## config.mk

```make
export PLATFORM = sky130hd
export DESIGN_NAME = uart_rx_frame_ctrl
export DESIGN_NICKNAME = d
export VERILOG_FILES = /design/src/rtl/uart_rx_frame_ctrl.sv
export SDC_FILE = /design/constraint.sdc
export NUM_CORES = 1
export LEC_CHECK = 0
export CAP_MARGIN = 20
export CORE_MARGIN = 4
export CORE_UTILIZATION = 30
export DETAILED_ROUTE_END_ITERATION = 10
export DONT_BUFFER_PORTS = 1
export GPL_ROUTABILITY_DRIVEN = 0
export GPL_TIMING_DRIVEN = 0
export PLACE_DENSITY = 0.52
export SLEW_MARGIN = 10
export SYNTH_ARGS = -nofsm -noshare
export SYNTH_HDL_FRONTEND = slang
export SYNTH_SLANG_ARGS = --single-unit
```

## constraint.sdc

```tcl
create_clock -name rx_clk -period 2.4 [get_ports rx_clk]
set_clock_uncertainty 0.15 [all_clocks]
set_input_delay 0.48 -clock rx_clk [delete_from_list [all_inputs] [get_ports rx_clk]]
set_output_delay 0.48 -clock rx_clk [all_outputs]
set_load 0.02 [all_outputs]
```

## src/rtl/uart_rx_frame_ctrl.sv

```systemverilog
// UART receive frame controller: oversampled start/data/parity/stop sequencing.
// Optional break detection is compiled in with `define UART_RX_BREAK_DETECT_EN.
module uart_rx_frame_ctrl #(
  parameter int DATA_WIDTH  = 8,
  parameter int OVERSAMPLE  = 16,
  parameter int PARITY_MODE = 0,
  parameter int STOP_BITS   = 1
) (
  input  logic                  rx_clk,
  input  logic                  rx_rst,
  input  logic                  sample_tick,
  input  logic                  rxd,
  output logic [DATA_WIDTH-1:0] rx_data,
  output logic                  rx_valid,
  input  logic                  rx_ready,
  output logic                  parity_err,
  output logic                  frame_err,
  output logic                  overrun,
  output logic                  busy,
  output logic                  break_det
);

  localparam int TW = $clog2(OVERSAMPLE);
  localparam logic [TW-1:0] T_HALF = TW'(OVERSAMPLE / 2 - 1);
  localparam logic [TW-1:0] T_FULL = TW'(OVERSAMPLE - 1);
  localparam logic [3:0] B_DATA = 4'(DATA_WIDTH - 1);
  localparam logic [3:0] B_STOP = 4'(STOP_BITS - 1);

  typedef enum logic [2:0] {
    IDLE,
    START,
    DATA,
    PARITY,
    STOP
`ifdef UART_RX_BREAK_DETECT_EN
    , BRK_WAIT
`endif
  } state_e;

  state_e                state_q, state_d;
  logic [1:0]            sync_q, sync_d;
  logic [TW-1:0]         tcnt_q, tcnt_d;
  logic [3:0]            bcnt_q, bcnt_d;
  logic [DATA_WIDTH-1:0] sh_q, sh_d;
  logic                  perr_q, perr_d;
  logic                  ferr_q, ferr_d;
  logic [DATA_WIDTH-1:0] rx_data_q, rx_data_d;
  logic                  rx_valid_q, rx_valid_d;
  logic                  parity_err_q, parity_err_d;
  logic                  frame_err_q, frame_err_d;
  logic                  overrun_q, overrun_d;
  logic                  fin;
  logic                  rxs;
`ifdef UART_RX_BREAK_DETECT_EN
  logic                  pbit_q, pbit_d;
  logic                  brk_q, brk_d;
`endif

  assign rxs = sync_q[1];

  always_comb begin
    sync_d       = {sync_q[0], rxd};
    state_d      = state_q;
    tcnt_d       = tcnt_q;
    bcnt_d       = bcnt_q;
    sh_d         = sh_q;
    perr_d       = perr_q;
    ferr_d       = ferr_q;
    rx_data_d    = rx_data_q;
    rx_valid_d   = rx_valid_q;
    parity_err_d = parity_err_q;
    frame_err_d  = frame_err_q;
    overrun_d    = overrun_q;
    fin          = 1'b0;
`ifdef UART_RX_BREAK_DETECT_EN
    pbit_d       = pbit_q;
    brk_d        = 1'b0;
`endif

    if (rx_valid_q && rx_ready) begin
      rx_valid_d = 1'b0;
      overrun_d  = 1'b0;
    end

    if (sample_tick) begin
      unique case (state_q)
        IDLE: begin
          if (!rxs) begin
            state_d = START;
            tcnt_d  = '0;
          end
        end
        START: begin
          if (tcnt_q == T_HALF) begin
            tcnt_d  = '0;
            bcnt_d  = '0;
            perr_d  = 1'b0;
            ferr_d  = 1'b0;
            state_d = rxs ? IDLE : DATA;
          end else begin
            tcnt_d = tcnt_q + 1'b1;
          end
        end
        DATA: begin
          if (tcnt_q == T_FULL) begin
            tcnt_d = '0;
            sh_d   = {rxs, sh_q[DATA_WIDTH-1:1]};
            if (bcnt_q == B_DATA) begin
              bcnt_d  = '0;
              state_d = (PARITY_MODE != 0) ? PARITY : STOP;
            end else begin
              bcnt_d = bcnt_q + 1'b1;
            end
          end else begin
            tcnt_d = tcnt_q + 1'b1;
          end
        end
        PARITY: begin
          if (tcnt_q == T_FULL) begin
            tcnt_d  = '0;
            perr_d  = (PARITY_MODE == 2) ? ~^{sh_q, rxs} : ^{sh_q, rxs};
            state_d = STOP;
`ifdef UART_RX_BREAK_DETECT_EN
            pbit_d  = rxs;
`endif
          end else begin
            tcnt_d = tcnt_q + 1'b1;
          end
        end
        STOP: begin
          if (tcnt_q == T_FULL) begin
            tcnt_d = '0;
            if (!rxs) ferr_d = 1'b1;
`ifdef UART_RX_BREAK_DETECT_EN
            // all-zero frame with a low first stop sample is a line break
            if (bcnt_q == 4'd0 && !rxs && sh_q == '0 &&
                (PARITY_MODE == 0 || !pbit_q)) begin
              brk_d   = 1'b1;
              state_d = BRK_WAIT;
            end else
`endif
            if (bcnt_q == B_STOP) begin
              fin     = 1'b1;
              state_d = IDLE;
            end else begin
              bcnt_d = bcnt_q + 1'b1;
            end
          end else begin
            tcnt_d = tcnt_q + 1'b1;
          end
        end
`ifdef UART_RX_BREAK_DETECT_EN
        BRK_WAIT: begin
          if (rxs) state_d = IDLE;
        end
`endif
        default: state_d = IDLE;
      endcase
    end

    if (fin) begin
      if (!rx_valid_q || rx_ready) begin
        rx_data_d    = sh_q;
        parity_err_d = perr_q;
        frame_err_d  = ferr_q | ~rxs;
        rx_valid_d   = 1'b1;
      end else begin
        overrun_d = 1'b1;
      end
    end
  end

  always_ff @(posedge rx_clk or posedge rx_rst) begin
    if (rx_rst) begin
      state_q      <= IDLE;
      sync_q       <= 2'b11;
      tcnt_q       <= '0;
      bcnt_q       <= '0;
      sh_q         <= '0;
      perr_q       <= 1'b0;
      ferr_q       <= 1'b0;
      rx_data_q    <= '0;
      rx_valid_q   <= 1'b0;
      parity_err_q <= 1'b0;
      frame_err_q  <= 1'b0;
      overrun_q    <= 1'b0;
`ifdef UART_RX_BREAK_DETECT_EN
      pbit_q       <= 1'b0;
      brk_q        <= 1'b0;
`endif
    end else begin
      state_q      <= state_d;
      sync_q       <= sync_d;
      tcnt_q       <= tcnt_d;
      bcnt_q       <= bcnt_d;
      sh_q         <= sh_d;
      perr_q       <= perr_d;
      ferr_q       <= ferr_d;
      rx_data_q    <= rx_data_d;
      rx_valid_q   <= rx_valid_d;
      parity_err_q <= parity_err_d;
      frame_err_q  <= frame_err_d;
      overrun_q    <= overrun_d;
`ifdef UART_RX_BREAK_DETECT_EN
      pbit_q       <= pbit_d;
      brk_q        <= brk_d;
`endif
    end
  end

  assign rx_data    = rx_data_q;
  assign rx_valid   = rx_valid_q;
  assign parity_err = parity_err_q;
  assign frame_err  = frame_err_q;
  assign overrun    = overrun_q;
  assign busy       = (state_q != IDLE);
`ifdef UART_RX_BREAK_DETECT_EN
  assign break_det  = brk_q;
`else
  assign break_det  = 1'b0;
`endif

endmodule
```

==> summary.txt <==
Critical path
  • Crit-path max FO: 8
  • Critical path class: flop to flop
  • Crit path from: tcnt_q[1]
  • Critical Path Start Type: flop
  • Reg-to-Reg Start: tcnt_q[1]
  • Req. time, crit path: 2.42 ns
  • Crit end category: flop
  • Worst path arrival time: 2.14 ns

STA
  • Total negative setup slack: 0 ns
  • Final min period: 2.12 ns
  • Least-Margin Pin Slew: 0.737 ns
  • Final slew viol count: 0
  • # setup viols final: 0
  • F_max: 472 MHz
  • Relative max-transition margin: 50.8%
  • Period utilisation layout: 88.3%
  • Hold Fails Final Rpt: 0
  • RSZ-0062 raised after global routing: no
  • Hold WS: 0.0341 ns

GRT
  • Initial antenna violation count: 0
  • First-pass GRT wire length: 5660 um
  • GR Util met1: 12.8%
  • GR Layer Usage met3: 4.18%
  • Met2 Use GR: 14.3%
  • GRT busiest layer: met2
  • Pin count of the biggest net entering global routing: 36
  • Number of global-route vias before repair: 1169
  • GR Overflow Total: 0
  • GRT Util Overall: 9.63%

Clocking
  • PostCTS Resize Cnt: 0
  • Cts hold-fix bufs: 0
  • CTS clk-pin slew, worst paths: 0.07 ns
  • TritonCTS Buffers: 5
  • Worst-Skew Late Latency: 0.29 ns
  • TritonCTS clock tree: yes
  • Clk root buf: clkbuf_8
  • Clk buf depth: 2
  • Post-CTS Setup Inserts: 0
  • Clock sink count: 35
  • H-tree levels: 2

Cells and area
  • Register area: 878 sq um
  • # fillers: 605
  • Final net count: 181
  • Layout Cells excl Fill: 249
  • Antenna diode count: 0
  • Multi-input logic area: 908 sq um
  • Fraction of layout cells with a size suffix above 1: 26.4%
  • Area Overhead vs Synth: 11.1%

Yosys
  • Number of synthesized register bits: 35
  • Commonest cells in the netlist: 33 x dfrtp_1, 11 x mux2_2
  • Mapped Cells: 166
  • Most common cell in the synthesized netlist: dfrtp_1
  • Syn nets: 174
  • Ys Warns: 0
  • Count of different cell masters after synthesis: 41
  • Dominant synthesized flop cell: dfrtp_1
  • FFs w/ async S/R, synth: 100%
  • Mapped Avg Cell Area: 11.2 sq um
  • Synthesized cell area: 1860 sq um
  • Area leader, netlist: dfrtp_1
  • Sequential element share of the synthesized area: 47.2%
  • Top cells by area, synth: dfrtp_1 44%, mux2_4 8.1%, mux2_2 6.7%, xnor2_1 3.8%, dfstp_2 2.8%
  • Post-synth top area share: 44.4%
  • Post-synth EDFFs: 0

Pwr
  • VDD IR-drop max: 0.320 mV
  • Tot Pwr: 1920 uW
  • PD cells: 931 nW/um^2
  • Lkg Pwr: 0.000948 uW

Drt
  • Routed Antenna Nets: 0
  • Drt drc: 0
  • Final WL: 3450 um
  • Vias/cell: 4.95
  • Via count: 1232
  • Initial DRC count: 72
  • WL/cell: 13.9 um
  • DRT Pass-1 Iters: 4

Floorplanning
  • Ports: 19
  • # rows: 28
  • Die height: 86.7 um
  • DIE WIDTH: 86.7 um
  • Full die area: 7520 sq um
  • Core region area: 5960 sq um
  • Initial Utilization: 31.2%

Placed design
  • Inst Count DP: 241
  • Post-DP HPWL: 2430 um
  • PortBufs: 0

Worst hold path
  • HP Start: rxd
  • Worst Hold Class: primary input to flop

Run
  • Max Cap Viol: 0

Status
  • Status: completed
==> critical path: stages, from the launching register on <==
cell and delay (ns):
dfrtp_1 0.40, ha_1 0.28, and3_1 0.18, buf_4 0.14, nand3_1 0.09, nor2_2 0.37
mux2_2 0.39
==> routing by layer <==
metal | wire length, um | share of wire [%]
met2 | 1560 | 45
met5 | 0 | 0
met3 | 166 | 4.8
met4 | 21 | 0.61
met1 | 1710 | 49
==> cell type report <==
class	instances	area share, %
Multi-Input combinational cell	116	44.0
Sequential cell	35	42.5
Tap cell	75	4.54
Clock buffer	5	3.33
Buffer	8	2.24
Clock inverter	3	2.12
Inverter	7	1.27
==> logic make-up after synthesis <==
family | Yosys count | synth area share [%]
simple gates | 47 | 14.7
flops | 35 | 47.2
compound gates | 33 | 12.0
mux | 22 | 15.3
buf+inv | 15 | 3.90
xor+xnor | 10 | 4.71
fa+ha+maj | 3 | 2.02
other cells | 1 | 0.202
==> worst paths after layout <==
path	cells after the start	slack, ns	to
min in group asynchronous	1	0.04	sh_q[0]
worst min-delay path	0	0.03	sync_q[0]
worst max-delay path	6	0.28	sh_q[4]
worst min register to register	0	0.21	sync_q[1]
max in group asynchronous	1	1.58	state_q[0]
worst max register to register	6	0.28	sh_q[4]
==> cell usage in the layout (no fill, tap or decap), types with 3 or more instances in the layout <==
cell type / count
nor2b_1: 3
clkbuf_8: 5
mux2_4: 10
nand2b_1: 5
o22ai_1: 3
xnor2_1: 8
a41oi_1: 3
inv_1: 6
a21oi_1: 5
ha_1: 3
nor2_1: 4
dfrtp_1: 33
mux2_2: 11
buf_2: 4
buf_4: 3
nand3_1: 10
nand2_1: 10
o21ai_0: 10
==> report_power, final <==
| part | total, uW | internal [uW] | switching (uW) |
|---|---|---|---|
| sequential | 744 | 659 | 84.9 |
| combinational | 644 | 265 | 378 |
| clock | 535 | 309 | 226 |
==> registers in the layout (all words and copies together) (netlist names), 2 cells and up <==
| name | cells |
|---|---|
| rx_data | 8 |
| sh_q | 8 |
| bcnt_q | 4 |
| tcnt_q | 4 |
| state_q | 3 |
| sync_q | 2 |
==> through the flow <==
step / instance area [sq um] / setup slack [ns] / utilization, %
2_1_floorplan: 1860 / 0.471 / -
3_3_place_gp: 1950 / 0.323 / 32.8
3_5_place_dp: 1950 / 0.294 / 32.8
4_1_cts: 2070 / 0.275 / 34.7
5_1_grt: 2070 / 0.138 / 34.7
6_report: 2070 / 0.280 / 34.7
No activity file was read; power rests on OpenSTA's default activity.
